File: src/rtl/ifetch_ctrl.sv
// Instruction-fetch sequencer: owns the fetch PC, addresses a combinational
// instruction ROM, and queues {pc, instr} pairs for decode over valid/ready.
// Redirects flush the queue and restart fetch at the new target.
module ifetch_ctrl #(
  parameter int              N        = 32,
  parameter int              AW       = 6,
  parameter int              DEPTH    = 2,
  parameter logic [N-1:0]    RESET_PC = '0
) (
  input  logic          clk,
  input  logic          reset,
  input  logic          fetch_en,
  output logic [AW-1:0] imem_addr,
  input  logic [N-1:0]  imem_q,
  input  logic          redirect_valid,
  input  logic [N-1:0]  redirect_pc,
  output logic          out_valid,
  input  logic          out_ready,
  output logic [N-1:0]  out_pc,
  output logic [N-1:0]  out_instr,
  output logic          misalign
);

  localparam int             CW   = $clog2(DEPTH + 1);
  localparam logic [CW-1:0]  FULL = CW'(DEPTH);
  localparam logic [CW-1:0]  ONE  = CW'(1);

  typedef enum logic [1:0] {S_IDLE, S_RUN, S_FAULT} state_t;

  state_t        r_state, w_state_nxt;
  logic [N-1:0]  r_fpc;
  logic [CW-1:0] r_count;
  logic          r_misalign;

  // Entry 0 is always the head; unused entries are kept at zero so the
  // head fields read 0 whenever the buffer is empty.
  logic [N-1:0]  r_pc    [DEPTH];
  logic [N-1:0]  r_instr [DEPTH];
  logic [N-1:0]  w_pc_nxt    [DEPTH];
  logic [N-1:0]  w_instr_nxt [DEPTH];

  logic          w_pop;
  logic          w_push;
  logic          w_bad_redirect;
  logic [CW-1:0] w_fill;

  assign out_valid      = (r_count != '0);
  assign out_pc         = r_pc[0];
  assign out_instr      = r_instr[0];
  assign misalign       = r_misalign;
  assign imem_addr      = r_fpc[AW+1:2];

  assign w_pop          = out_valid && out_ready;
  assign w_bad_redirect = redirect_valid && (redirect_pc[1:0] != 2'b00);
  assign w_push         = (r_state == S_RUN) && fetch_en && !redirect_valid &&
                          ((r_count != FULL) || w_pop);
  // Occupancy after this cycle's pop; also the slot a push lands in.
  assign w_fill         = w_pop ? (r_count - ONE) : r_count;

  // State register and sticky misalign flag.
  always_ff @(posedge clk) begin
    // NOTE: sequential state uses non-blocking assignments so every flop
    // samples pre-edge values regardless of statement order.
    if (reset) begin
      r_state    <= S_IDLE;
      r_misalign <= 1'b0;
    end else begin
      r_state <= w_state_nxt;
      if (redirect_valid) r_misalign <= w_bad_redirect;
    end
  end

  // Next-state logic; a misaligned redirect wins from any state.
  always_comb begin
    // NOTE: default first so every path assigns the signal and no latch forms.
    w_state_nxt = r_state;
    case (r_state)
      S_IDLE: begin
        if (w_bad_redirect)                  w_state_nxt = S_FAULT;
        else if (fetch_en && !redirect_valid) w_state_nxt = S_RUN;
      end
      S_RUN: begin
        if (w_bad_redirect) w_state_nxt = S_FAULT;
        else if (!fetch_en) w_state_nxt = S_IDLE;
      end
      S_FAULT: begin
        if (redirect_valid && !w_bad_redirect)
          w_state_nxt = fetch_en ? S_RUN : S_IDLE;
      end
      default: w_state_nxt = S_IDLE;
    endcase
  end

  // Buffer next value: shift down on pop, then write the push into the first free slot.
  always_comb begin
    for (int i = 0; i < DEPTH; i++) begin
      w_pc_nxt[i]    = r_pc[i];
      w_instr_nxt[i] = r_instr[i];
      if (w_pop) begin
        w_pc_nxt[i]    = (i == DEPTH - 1) ? '0 : r_pc[(i + 1) % DEPTH];
        w_instr_nxt[i] = (i == DEPTH - 1) ? '0 : r_instr[(i + 1) % DEPTH];
      end
      if (w_push && (CW'(i) == w_fill)) begin
        w_pc_nxt[i]    = r_fpc;
        w_instr_nxt[i] = imem_q;
      end
    end
  end

  // Fetch PC, occupancy and buffer storage; reset and redirect both flush.
  always_ff @(posedge clk) begin
    if (reset) begin
      r_fpc   <= RESET_PC;
      r_count <= '0;
      // NOTE: the buffer storage is reset (not just the count) because the
      // head fields are outputs that must read zero after reset.
      for (int i = 0; i < DEPTH; i++) begin
        r_pc[i]    <= '0;
        r_instr[i] <= '0;
      end
    end else if (redirect_valid) begin
      r_fpc   <= redirect_pc;
      r_count <= '0;
      for (int i = 0; i < DEPTH; i++) begin
        r_pc[i]    <= '0;
        r_instr[i] <= '0;
      end
    end else begin
      if (w_push) r_fpc <= r_fpc + N'(4);
      r_count <= w_fill + {{(CW-1){1'b0}}, w_push};
      for (int i = 0; i < DEPTH; i++) begin
        r_pc[i]    <= w_pc_nxt[i];
        r_instr[i] <= w_instr_nxt[i];
      end
    end
  end

endmodule

File: config.mk
export PLATFORM = sky130hd
export DESIGN_NAME = ifetch_ctrl
export DESIGN_NICKNAME = d
export VERILOG_FILES = /design/src/rtl/ifetch_ctrl.sv
export SDC_FILE = /design/constraint.sdc
export NUM_CORES = 1
export LEC_CHECK = 0
export BUFFER_PORTS_ARGS = -buffer_cell sky130_fd_sc_hd__buf_4
export CAP_MARGIN = 0
export CORE_MARGIN = 2
export CORE_UTILIZATION = 35
export DETAILED_ROUTE_END_ITERATION = 10
export GPL_ROUTABILITY_DRIVEN = 0
export MAX_ROUTING_LAYER = met4
export PLACE_DENSITY_LB_ADDON = 0.1
export SETUP_SLACK_MARGIN = 0.3
export SYNTH_ARGS = -nofsm -noshare
export SYNTH_HDL_FRONTEND = slang
export SYNTH_SLANG_ARGS = --single-unit
File: constraint.sdc
create_clock -name clk -period 16.1 [get_ports clk]
set_input_delay 2.415 -clock clk [delete_from_list [all_inputs] [get_ports clk]]
set_output_delay 2.415 -clock clk [all_outputs]
set_load 0.05 [all_outputs]
## After elaboration in Yosys (flattened, before gate mapping)

Memory sizes are Yosys's and may differ from the RTL's.
Index checks and enable logic that the tools add are counted.

- Multiply operators: 0
- Bitwise gates (word level): 8
- Muxes and demuxes: 34
- Equality and inequality tests: 7
- Reductions and logical operators: 19
- Shifts and indexed selects: 0
- Add/subtract/negate cells: 3
- Divide/modulo/power cells: 0
- $lt $le $gt $ge: 0

Operators by type and width:

| cell | count |
|---|---|
| $mux W32 | 18 |
| $add A32 B3 Y32 const B | 1 |
| $mux W2 | 6 |
| $logic_and A1 B1 Y1 | 9 |
| $mux W1 | 9 |
| $or A1 B1 Y1 | 8 |
| $ne A3 B3 Y1 const B | 2 |
| $pmux W2 S3 | 1 |
| $reduce_bool A2 Y1 | 3 |
| $logic_not A2 Y1 | 2 |
| $ne A2 B2 Y1 const B | 2 |
| $reduce_and A3 Y1 | 1 |
| $add A2 B1 Y2 | 1 |
| $eq A1 B2 Y1 const A | 1 |
| $eq A2 B1 Y1 const B | 1 |
| $eq A2 B2 Y1 const B | 1 |
| $logic_not A1 Y1 | 2 |
| $reduce_or A2 Y1 | 1 |
| $sub A2 B1 Y2 const B | 1 |
| $logic_or A1 B1 Y1 | 1 |

- Memory bits (read-only): 0
- Memories: 2
- Word-level logic and storage cells: 77
- Bits in writable memories: 128
- Output and inout port bits: 72
- Bits in latches: 0
- Bits in registers: 37

Memory list:

| memory | words | width | rd ports | clocked after Yosys merged registers in | write ports | line | source |
|---|---|---|---|---|---|---|---|
| r_instr | 2 | 32 | 2 | 0 | 2 | 38 | `logic [N-1:0] r_instr [DEPTH];` |
| r_pc | 2 | 32 | 2 | 0 | 2 | 37 | `logic [N-1:0] r_pc [DEPTH];` |

## Depth between registers and ports, before layout

Gate-level depths: netlist of run 1.

- Word-level depth: 7
- Gate-level depth with buffers: 11
- Mapped depth without buffers: 8

## Worst setup path after synthesis of run 1

No wires, ideal clock.

- Path kind: in2reg
- Start point: in fetch_en
- End point: mem r_instr[1][0], in the netlist r_instr[0][32], enable pin
- Path slack: 5,025 ps
- Arrival time: 10,369 ps
- Stages: 5
- Library setup time: 706 ps
- Cells stage by stage: and3b_1 buf_2 o211ai_2 buf_2 o311ai_0

RTL lines:

| element | line | source |
|---|---|---|
| from (decl) | 12 | `input logic fetch_en,` |
| to (decl) | 38 |  |

## Worst setup path after layout of run 1

- Start point: in out_ready
- End point: reg r_count[1]

- Longest elaborated chain between the ends: 4
- Elaborated cells between the ends (all ways): 5
- Those cells by class: add/sub: 1; mux: 1; reduce/logical: 3

RTL lines:

| element | line | source |
|---|---|---|
| from (decl) | 18 | `input logic out_ready,` |
| $logic_and A1 B1 Y1 (*) | 53 | `assign w_pop = out_valid && out_ready;` |
| $logic_or A1 B1 Y1 | 56 | `((r_count != FULL) \|\| w_pop);` |
| $logic_and A1 B1 Y1 | 55 | `assign w_push = (r_state == S_RUN) && fetch_en && !redirect_valid &&` |
| $add A2 B1 Y2 (*) | 130 | `r_count <= w_fill + {{(CW-1){1'b0}}, w_push};` |
| to (signal assigned) | 130 |  |
| to (decl) | 32 | `logic [CW-1:0] r_count;` |

Mark *: on every way between the ends. The rest lies on a longest branch, timed or not.
A chain may end at the register's enable or synchronous reset.

==> summary.md, run 1 <==
| Metric | Value |
|---|---|
| Most frequent cells in the layout | buf_4, edfxtp_1, nand3_1 |
| H-Tree Depth | 4 |
| First-pass DRT Iterations | 5 |
| Worst-path clk slew | 60 ps |
| Lkg Pwr | approximately 0.0036 uW |
| Worst reg-to-reg setup slack | 12460 ps |
| Most common cell after layout, fill and taps aside | buf_4 |
| P_int | 766 uW |
| Die width | 159 um |
| Crit path kind | input pin to register |
| Hpwl dp | 14000 um |
| Sequential share of power | about 48% |
| CTS tree | built |
| Slew margin rel. | between 10 and 15% |
| Worst VDD drop | 0.0000525 V |
| Worst EP arrival | 5130 ps |
| Switching part of the total power | about a quarter |
| Largest net degree at the start of global routing | between 70 and 80 |
| Antenna Nets Post-Route | 0 |
| Global-route total usage across every layer | 18.0% |
| Vias | 6341 |
| Async SR Flop Fraction | 0% |
| Fin area | about 0.0098 mm^2 |
| Final wirelength | 22400 um |
| Switch Pwr | 275 uW |
| Hold crit path type | register to register |
| Antenna violations before repair | 0 |
| Synth area leader | edfxtp_1 |
| Setup TNS | 0 ps |
| Top FF cell, synth | edfxtp_1 |
| Hold Vio Cnt, Final | 0 |
| Final WS setup | 11240 ps |
| Grt total ovfl | 0 |
| Drt wl/cell | 19.1 um |
| Cells after Synth | 808 |
| Syn_area_per_cell | 10.4 um^2 |
| Area Growth Syn to Fin | 15.9% |
| Final Cycle Share | about 30% |
| Skew-Pair Late Insertion Delay | 420 ps |
| Worst EP required | 16380 ps |
| Endpoints failing setup | 0 |
| Largest cells by area after synthesis | edfxtp_1, dfxtp_1, buf_4, nand3_1, and2_1 |
| Number of setup buffers added after CTS | 0 |
| Reg2Reg Capture Point | r_count[0]$_SDFF_PN0_ |
| Final clock skew | 8.28 ps |
| Final slew viol count | 0 |
| Mapped Area | 0.00843 mm^2 |
| Drt via density | 5.41 |
| Crit end category | register |
| Fmax | 206 MHz |
| Status | complete, no violations |
| Syn. warnings | 0 |
| Drt drc | 0 |
| Worst-margin pin slew | between 1000 and 1500 ps |
| Worst hold endpoint | misalign$_SDFFE_PP0P_ |
| Non-filler cells in the finished layout | around 1200 |
| Core region area | 0.0235 mm^2 |
| Hold Startpoint | misalign$_SDFFE_PP0P_ |
| CP Max Fanout | 67 |
| # IOs | 141 |
| Crit start category | input pin |
| Worst r2r src | r_count[0]$_SDFF_PN0_ |
| Clock Path Buffers | 2 |
| Clock share of power | approximately 40% |
| Number of hold buffers added after cts | 0 |
| Nets | 914 |
| DP Area | 0.00916 mm^2 |
| Share of cells above drive strength 1 | 23.0% |
| Pwr Density | 107 mW/mm^2 |
| Starting Density | 35.8% |
| Synth cell types | 65 |
| Comb power frac | 11.4% |
| Hold Path Depth | 2 |
| Reg2Reg Depth | 8 |
| Die H | 159 um |
| Clock Sinks | 165 |
| Yosys reg bits | ~170 |
| Ant. Diodes | 0 |
| Synth Net Count | 881 |
| Sequential-to-total area share from yosys stat | 54.4% |
| CTS resizes | 0 |
| Vias in the first global route | 6101 |
| Max-cap violations | 0 |
| Port Buffers | 140 |
| Rows | 56 |
| Die area | 0.0253 mm^2 |
| Cts bufs inserted | 17 |
| Inst Count DP | 1141 |
| Final min period | 4860 ps |
| Iter 0 DRT Violations | 681 |
| Root Driver | clkbuf_16 |
| RSZ-0062 raised after global routing | false |
| EDFF count, synth | 128 |
| Synth top area share | 45.6% |
| Worst slack, placed | approximately 11000 ps |
| First-pass GRT wire length | about 35000 um |
-- power by group through the flow --
stage          logic, uW  registers [uW]  clock network, uW
3_3_place_gp         118             510                  0
6_report             119             501                422
2_1_floorplan       92.2             504                  0
5_1_grt              126             504                446
4_1_cts              120             501                430
3_5_place_dp         120             510                  0
-- how the worst max path moves through the flow --
stage,startpoint,end,slack [ps],cells after the start
6_report,out_ready,r_count[1]$_SDFF_PN0_,11240,8
5_1_grt,out_ready,r_count[1]$_SDFF_PN0_,11060,8
4_1_cts,out_ready,r_count[1]$_SDFF_PN0_,11300,8
3_5_place_dp,out_ready,r_count[1]$_SDFF_PN0_,10840,8
3_3_place_gp,out_ready,r_count[1]$_SDFF_PN0_,10900,8
2_1_floorplan,fetch_en,r_instr[0][32]$_SDFFCE_PN0P_,5020,5
-- metrics by stage --
| step | hold WS, ps | utilization [%] | total power [uW] |
|---|---|---|---|
| 5_1_grt | 564 | 41.5 | 1080 |
| 4_1_cts | 529 | 41.5 | 1050 |
| 2_1_floorplan | 474 | - | 597 |
| 3_3_place_gp | 491 | 38.9 | 628 |
| 6_report | 522 | 41.5 | 1040 |
| 3_5_place_dp | 520 | 38.9 | 630 |
-- cell usage after synthesis, types with 4 or more instances --
cell type  count
nand3_1       77
or4_1          6
o21ai_1       18
nand2_1       22
nor3b_1        5
and4_1         6
nand4_1        9
o31ai_1        9
nor2_1        30
a211oi_1      12
o21ai_0       58
nor3_1        11
and2_1        60
nor4_1         8
dfxtp_1       37
and3_1         6
ha_1           4
xnor2_1        6
inv_1         14
buf_4         71
a311oi_1      16
a21oi_1       70
a2111oi_0      4
buf_2         20
edfxtp_1     128
buf_1          4
clkbuf_1      38
-- routing by layer --
metal,track usage [%],wire (um),up-vias
li1,-,-,3015
met2,27.5,10500,270
met5,-,0,-
met3,3.54,1470,7
met1,25.0,10300,3049
met4,3.60,105,0
-- cells by family after synthesis --
group | after synthesis | share of synthesized area, %
multiplexers | 3 | 0.356
flip-flops | 165 | 54.4
XOR/XNOR | 6 | 0.624
AND/OR/NAND/NOR | 267 | 18.1
buffers and inverters | 151 | 10.3
AO/OA/AOI/OAI | 212 | 15.6
adder cells (fa/ha/maj) | 4 | 0.594
-- cell type report --
cell class	count	area [um^2]
tap	319	399
clock inverter	15	178
timing repair buffer	149	1120
inverter	16	60.1
fill	2297	13800
sequential	165	4580
multi-input combinational	492	3000
clock buffer	17	425
-- sequential cells by signal, summed over array words and instances, names as in the netlist --
signal    flops
r_instr      64
r_pc         64
r_fpc        32
r_count       2
r_state       2
misalign      1
-- critical path, cell delays in order --
cell and delay, ps:
buf_4 130, and2b_1 350, o211ai_4 230, buf_4 590
inv_2 670, ha_1 470, xnor2_1 160, nor2_1 50
No activity file was read; power rests on OpenSTA's default activity.
==> run 2: changes to the inputs <==
--- a/config.mk
+++ b/config.mk
@@ -5,6 +5,7 @@
 export SDC_FILE = /design/constraint.sdc
 export NUM_CORES = 1
 export LEC_CHECK = 0
+export ABC_AREA = 1
 export BUFFER_PORTS_ARGS = -buffer_cell sky130_fd_sc_hd__buf_4
 export CAP_MARGIN = 0
 export CORE_MARGIN = 2
==> constraint.sdc (replaced) <==
create_clock -name clk -period 4.7 [get_ports clk]
set_input_delay 0.705 -clock clk [delete_from_list [all_inputs] [get_ports clk]]
set_output_delay 0.705 -clock clk [all_outputs]
set_load 0.05 [all_outputs]
==> run 2 against run 1 <==
Final cell count rose by 13%. Die area fell by 2.2%. Clock power rose to 3.2 times the previous value. Critical path type is now register to register. Highest routed layer unchanged.
==> summary.md, run 2 <==
| Metric | Value |
|---|---|
| H-Tree Depth | 4 (unchanged) |
| Crit end category | register |
| Synth Area in XOR/XNOR | 0.638% (+0.014 points) |
| Antenna violations before repair | 0 (unchanged) |
| Simple-gate portion of the synthesized area | 20.8% (+2.7 points) |
| Largest net degree at the start of global routing | 65 (-11%) |
| Biggest regs | r_instr (64), r_pc (64), r_fpc (32) |
| Hold Vio Cnt, Final | 0 (unchanged) |
| Core region area | 0.0233 mm^2 (-1.2%) |
| Rows | 56 (unchanged) |
| Die H | 157 um (-1.1%) |
| Top FF cell, synth | edfxtp_1 |
| # IOs | 141 (unchanged) |
| Synth Area in Adders | 0.608% (+0.014 points) |
| Antenna Nets Post-Route | 0 (unchanged) |
| Syn_area_per_cell | 8.76 um^2 (-16%) |
| Final wirelength | 21100 um (-5.9%) |
| Mux share of post-synthesis cell area | 0% (-0.36 points) |
| CP Max Fanout | 62 (-7.5%) |
| Nets | 1071 (+17%) |
| Largest cells by area after synthesis | edfxtp_1, nor2_1, dfxtp_1, buf_4, nand2_1 |
| Hold crit path type | register to register |
| Crit start category | register |
| Ant. Diodes | 0 (unchanged) |
| Number of hold buffers added after cts | 0 (unchanged) |
| Hpwl dp | 13900 um (-0.33%) |
| Worst slack, placed | 1030 ps (-9810 ps) |
| Iter 0 DRT Violations | 402 (-41%) |
| Clock Path Buffers | 2 (unchanged) |
| Cts bufs inserted | 17 (unchanged) |
| Grt total ovfl | 0 (unchanged) |
| Synth cell count leaders | nor2_1, nand2_1, edfxtp_1 |
| Crit-path slowest cell | buf_4 |
| Area Growth Syn to Fin | 16.3% |
| Synth top area share | 46.7% (+1.1 points) |
| Pwr Density | 366 mW/mm^2 (+240%) |
| Vias in the first global route | 5823 (-4.6%) |
| Synth area leader | edfxtp_1 |
| Worst-path clk slew | 70 ps (about the same) |
| Worst-path cell chain | inv_1, ha_1, inv_2, nand2_4, nand2_1, nand3_2, inv_2, nand3_2, nand3_4, buf_4 |
| First-pass DRT Iterations | 4 (-1) |
| Setup TNS | 0 ps (unchanged) |
| Cells after Synth | 940 (+16%) |
| Worst-margin pin slew | 1020 ps (-264 ps) |
| Number of setup buffers added after CTS | 0 (unchanged) |
| Worst VDD drop | 0.000189 V (+260%) |
| Endpoints failing setup | 0 (unchanged) |
| Drt wl/cell | 15.9 um (-17%) |
| RSZ-0062 raised after global routing | false |
| CTS tree | built |
| Synth Area in Compound Gates | 8.23% (-7.4 points) |
| Async SR Flop Fraction | 0% (unchanged) |
| Status | complete, no violations |
| Skew-Pair Late Insertion Delay | 430 ps (about the same) |
| Share of cells above drive strength 1 | 19.7% (-3.3 points) |
| Hold slack | 497 ps (-24.7 ps) |
| Final slew viol count | 0 (unchanged) |
| Root Driver | clkbuf_16 |
| Global-route total usage across every layer | 18.0% (-0.062 points) |
| Top-count cell post-synth | nor2_1 |
| Syn. warnings | 0 (unchanged) |
| CP max stage delay | 720 ps (+50 ps) |
| CTS resizes | 0 (unchanged) |
| Worst EP arrival | 3370 ps (-1760 ps) |
| Sequential-to-total area share from yosys stat | 55.7% (+1.3 points) |
| Worst EP required | 4740 ps (-11640 ps) |
| Clock Sinks | 165 (unchanged) |
| Drt drc | 0 (unchanged) |
| EDFF count, synth | 128 (unchanged) |
| Lkg Pwr | 0.00393 uW (+9.9%) |
| Final clock skew | 12.6 ps (+4.36 ps) |
| Drt via density | 4.58 (-15%) |
| Most common cell after layout, fill and taps aside | nor2_1 |
| Vias | 6095 (-3.9%) |
| Hold Path Depth | 2 (unchanged) |
| Port Buffers | 140 (unchanged) |
| Slew margin rel. | 32.1% (+18 points) |
| Die area | 0.0248 mm^2 (-2.2%) |
| Starting Density | 35.4% (-0.39 points) |
| FILL cells | 2392 (+4.1%) |
| Max-cap violations | 0 (unchanged) |
| Final Cycle Share | between 70% and 80% |
| Largest family of logic cells by synthesized area | simple AND/OR/NAND/NOR gates |
| Crit path kind | register to register |
| Most frequent cells in the layout | nor2_1, buf_4, nand2_1 |
| Die width | 157 um (-1.1%) |
| Reg2Reg Depth | 10 (+2) |
| Mapped Area | 0.00824 mm^2 (-2.3%) |
| Yosys reg bits | 165 (unchanged) |
| Overall power | 3510 uW (+240%) |
| Final min period | approximately 3300 ps |
| First-pass GRT wire length | 32800 um (-6.5%) |
| Synth cell types | 34 (-48%) |
| Synth Net Count | 1013 (+15%) |
| Fmax | 301 MHz |
| Final WS setup | 1370 ps (-9870 ps) |
## run 2: cell type report
class / count / area (um^2) / share of cell area, %
inverter: 105 / 398 / 4.15
clock buffer: 18 / 429 / 4.48
multi-input combinational: 562 / 2530 / 26.5
tap: 319 / 399 / 4.17
clock inverter: 14 / 128 / 1.33
sequential: 165 / 4580 / 47.9
timing repair buffer: 147 / 1100 / 11.5
## run 2: per-stage QoR
step | util, % | cell area, um^2 | cells
CTS | 41.2 | 9580 | 1330
global route | 41.2 | 9580 | 1330
global placement | 38.8 | 9020 | 1298
detailed placement | 38.8 | 9020 | 1298
floorplan | - | 8240 | 940
finish | 41.2 | 9580 | 1330
## run 2: path summary, 6_finish.rpt
check | from | endpoint | slack [ps]
hold / removal | r_fpc[0]$_SDFFE_PP0P_ | r_fpc[0]$_SDFFE_PP0P_ | 500
setup reg to reg | r_count[0]$_SDFF_PN0_ | r_pc[0][19]$_SDFFCE_PN0P_ | 1370
setup / recovery | r_count[0]$_SDFF_PN0_ | r_pc[0][19]$_SDFFCE_PN0P_ | 1370
hold reg to reg | r_fpc[0]$_SDFFE_PP0P_ | r_fpc[0]$_SDFFE_PP0P_ | 500
## run 2: metal layers
| metal | global-route usage (%) | up-vias | part of all wire [%] | wire, um |
|---|---|---|---|---|
| li1 | - | 3080 | - | - |
| met2 | 28.9 | 139 | 48 | 10000 |
| met5 | - | - | 0 | 0 |
| met3 | 3.19 | 10 | 4.1 | 870 |
| met4 | 3.81 | 0 | 0.68 | 144 |
| met1 | 23.8 | 2866 | 48 | 10100 |
## run 2: kinds of logic (layout without fill, tap and decap cells)
group,Yosys count,after routing
compound gates,132,132
buf+inv,213,284
simple gates,420,420
flops,165,165
xor+xnor,6,6
fa+ha+maj,4,4
## run 2: critical path, delay by kind of cell, from the launching register on
kind                     cells  cell delay, ps
adder cells (fa/ha/maj)      1             200
buffers and inverters        4            1250
flip-flops                   1             340
AND/OR/NAND/NOR              5            1060
## run 2: report_power, final
group	internal, uW	switching (uW)
Clock	734	613
Sequential	1650	48.3
Combinational	140	320
==> run 3: changes to the inputs <==
--- a/config.mk
+++ b/config.mk
@@ -5,7 +5,7 @@
 export SDC_FILE = /design/constraint.sdc
 export NUM_CORES = 1
 export LEC_CHECK = 0
-export ABC_AREA = 1
+export ABC_AREA = 0
 export BUFFER_PORTS_ARGS = -buffer_cell sky130_fd_sc_hd__buf_4
 export CAP_MARGIN = 0
 export CORE_MARGIN = 2
==> constraint.sdc (replaced) <==
create_clock -name clk -period 3.45 [get_ports clk]
set_input_delay 0.5175 -clock clk [delete_from_list [all_inputs] [get_ports clk]]
set_output_delay 0.5175 -clock clk [all_outputs]
set_load 0.05 [all_outputs]
==> run 3 against run 2 <==
Worst setup slack worse by 820 ps. Core utilization increased by 0.43 points. First-iteration DRC count grew 24%.
==> summary.md, run 3 (synthesis gave the netlist of run 1 again) <==
| Metric | Value |
|---|---|
| Status | complete, no violations |
| Setup crit start | r_count[1]$_SDFF_PN0_ |
| Clock Sinks | 165 (unchanged) |
| Number of setup buffers added after CTS | 0 (unchanged) |
| Cts bufs inserted | 17 (unchanged) |
| Drt wl/cell | 18.9 um (+19%) |
| Global-route total usage across every layer | 18.1% (+0.17 points) |
| Final wirelength | 22300 um (+5.6%) |
| Skew-Pair Late Insertion Delay | 420 ps (about the same) |
| Inst Count DP | 1148 (-12%) |
| Die width | 159 um (+1.1%) |
| GR peak layer | met2 |
| Crit start category | register |
| Antenna Nets Post-Route | 0 (unchanged) |
| Reg2Reg Depth | 9 (-1) |
| Comb power frac | 12.2% (-0.9 points) |
| Overall power | 4650 uW (+33%) |
| Met3 usage | 3.44% (+0.24 points) |
| Vias | 6346 (+4.1%) |
| Worst reg-to-reg setup slack | 550 ps (-820 ps) |
| Worst r2r src | r_count[1]$_SDFF_PN0_ |
| Max-cap violations | 0 (unchanged) |
| Endpoints failing setup | 0 (unchanged) |
| Largest net degree at the start of global routing | 73 (+12%) |
| Final clock skew | 10.7 ps (-1.96 ps) |
| CP Max Fanout | 42 (-32%) |
| Final slew viol count | 0 (unchanged) |
| Hpwl dp | 14500 um (+4.0%) |
| M1 GR Usage | 23.9% (+0.084 points) |
| Vias in the first global route | 6535 (+12%) |
| Grt total ovfl | 0 (unchanged) |
| Final Cycle Share | 84.0% (+13 points) |
| Final min period | 2900 ps (-428 ps) |
| Area Growth Syn to Fin | 16.2% (about the same) |
| Fmax | 345 MHz (+15%) |
| Worst Path Buf+Inv | 4 (unchanged) |
| FILL cells | 2312 (-3.3%) |
| Die area | 0.0253 mm^2 (+2.2%) |
| First-pass DRT Iterations | 5 (+1) |
| Worst-margin pin slew | 850 ps (-169 ps) |
| P_int | 3410 uW (+35%) |
| Root Driver | clkbuf_16 |
| First-pass GRT wire length | 35700 um (+8.9%) |
| Non-filler cells in the finished layout | 1179 (-11%) |
| Worst Setup EP | r_pc[0][19]$_SDFFCE_PN0P_ |
| Most common cell after layout, fill and taps aside | buf_4 |
| Ant. Diodes | 0 (unchanged) |
| Iter 0 DRT Violations | 497 (+24%) |
| CP Depth | 9 (-1) |
| Biggest regs | r_instr (64), r_pc (64), r_fpc (32) |
| RSZ-0062 raised after global routing | false |
| Port Buffers | 140 (unchanged) |
| Switch Pwr | 1240 uW (+26%) |
| Worst-path cell chain | inv_2, ha_4, and2b_1, o211ai_4, buf_4, inv_2, buf_4, nand3_1, a21oi_1 |
| Hold Vio Cnt, Final | 0 (unchanged) |
| H-Tree Depth | 4 (unchanged) |
| Starting Density | 35.8% (+0.39 points) |
| Nets | 922 (-14%) |
| Reg2Reg Capture Point | r_pc[0][19]$_SDFFCE_PN0P_ |
| Die H | 159 um (+1.1%) |
| Clock Path Buffers | 2 (unchanged) |
| Worst EP required | 3670 ps (-1070 ps) |
| Final WS setup | 552 ps (-822 ps) |
| Worst EP arrival | 3120 ps (-250 ps) |
| # IOs | 141 (unchanged) |
| Hold Path Depth | 3 (+1) |
| Lkg Pwr | 0.00359 uW (-8.8%) |
| CTS tree | built |
| Hold slack | 359 ps (-138 ps) |
| Worst slack, placed | 471 ps (-561 ps) |
| Setup TNS | 0 ps (unchanged) |
| Crit end category | register |
| Most frequent cells in the layout | buf_4, edfxtp_1, nand3_1 |
| Crit-path slowest cell | and2b_1 |
| CTS resizes | 0 (unchanged) |
| Hold crit path type | input pin to register |
| Worst-path clk slew | 60 ps (about the same) |
| CP max stage delay | 590 ps (-130 ps) |
| CP delay by family, top | buffers and inverters |
| Crit path kind | register to register |
| Worst VDD drop | 0.000290 V (+53%) |
| Slew margin rel. | 43.4% (+11 points) |
| Share of cells above drive strength 1 | 23.6% (+3.9 points) |
| Clock share of power | 37.8% (-0.6 points) |
| Antenna violations before repair | 0 (unchanged) |
| Sequential share of power | 50.0% (+1.5 points) |
| Pwr Density | 475 mW/mm^2 (+30%) |
| Drt drc | 0 (unchanged) |
| Met2 Use GR | 28.4% (-0.55 points) |
| Rows | 56 (unchanged) |
| Switching part of the total power | 26.7% (-1.3 points) |
| Drt via density | 5.38 (+17%) |
| Core region area | 0.0235 mm^2 (+1.2%) |
-- run 3: cell types whose count changed in the layout (fill, tap and decap cells not counted), moves of 9 or more --
cell / change
a311oi_1: +16
o21ai_0: +13
a211oi_1: +10
nor3_1: +11
nand2_1: -109
o31ai_1: +9
nand3_1: +39
o21ai_1: -22
inv_1: -89
a21oi_1: +32
and2_1: +55
nor2_1: -195
-- run 3: repair_timing --
action / CTS / global route
hold buffers: 0 / 0
hold endpoints to repair: 0 / 0
setup endpoints to repair: 0 / 36
-- run 3: metal layers --
metal | share of wire (%) | up-vias | routed length, um
li1 | - | 3016 | -
met4 | 1.7 | 0 | 376
met5 | 0 | - | 0
met1 | 46 | 3089 | 10200
met2 | 47 | 212 | 10500
met3 | 5.5 | 29 | 1230
-- run 3: cell type report --
type                            count  area (um^2)  share of cell area (%)
Clock buffer                       20          437                    4.46
Clock inverter                     10         83.8                   0.856
Inverter                           16         67.6                   0.690
Multi-Input combinational cell    493         3030                    31.0
Sequential cell                   165         4590                    46.9
Tap cell                          319          399                    4.08
Timing Repair Buffer              156         1180                    12.1
-- run 3: worst min path at each step --
| stage | start | to | slack (ps) |
|---|---|---|---|
| 3_5_place_dp | r_fpc[1]$_SDFFE_PP0P_ | r_fpc[1]$_SDFFE_PP0P_ | 500 |
| 5_1_grt | redirect_pc[11] | r_fpc[11]$_SDFFE_PP0P_ | 370 |
| 6_report | redirect_pc[1] | r_fpc[1]$_SDFFE_PP0P_ | 360 |
| 2_1_floorplan | r_fpc[0]$_SDFFE_PP0P_ | r_fpc[0]$_SDFFE_PP0P_ | 470 |
| 4_1_cts | redirect_pc[1] | r_fpc[1]$_SDFFE_PP0P_ | 350 |
| 3_3_place_gp | misalign$_SDFFE_PP0P_ | misalign$_SDFFE_PP0P_ | 500 |
-- run 3: power by group through the flow --
stage	sequential, uW	combinational [uW]	clock (uW)
after global routing	2340	603	1860
after CTS	2330	569	1790
after floorplan	2350	432	0
after detailed placement	2370	568	0
final	2330	565	1760
after global placement	2370	563	0
-- run 3: worst reg2reg max path: cells and delay by family, from the launching register on --
family | cells | cell delay [ps]
compound gates | 2 | 420
fa+ha+maj | 1 | 170
buf+inv | 4 | 990
flops | 1 | 400
simple gates | 2 | 710
-- run 3: through the flow --
stage               utilization, %  instance area (um^2)
finish                        41.6                  9790
global route                  41.6                  9790
CTS                           41.6                  9780
detailed placement            39.3                  9260
global placement              39.3                  9260
floorplan                        -                  8490
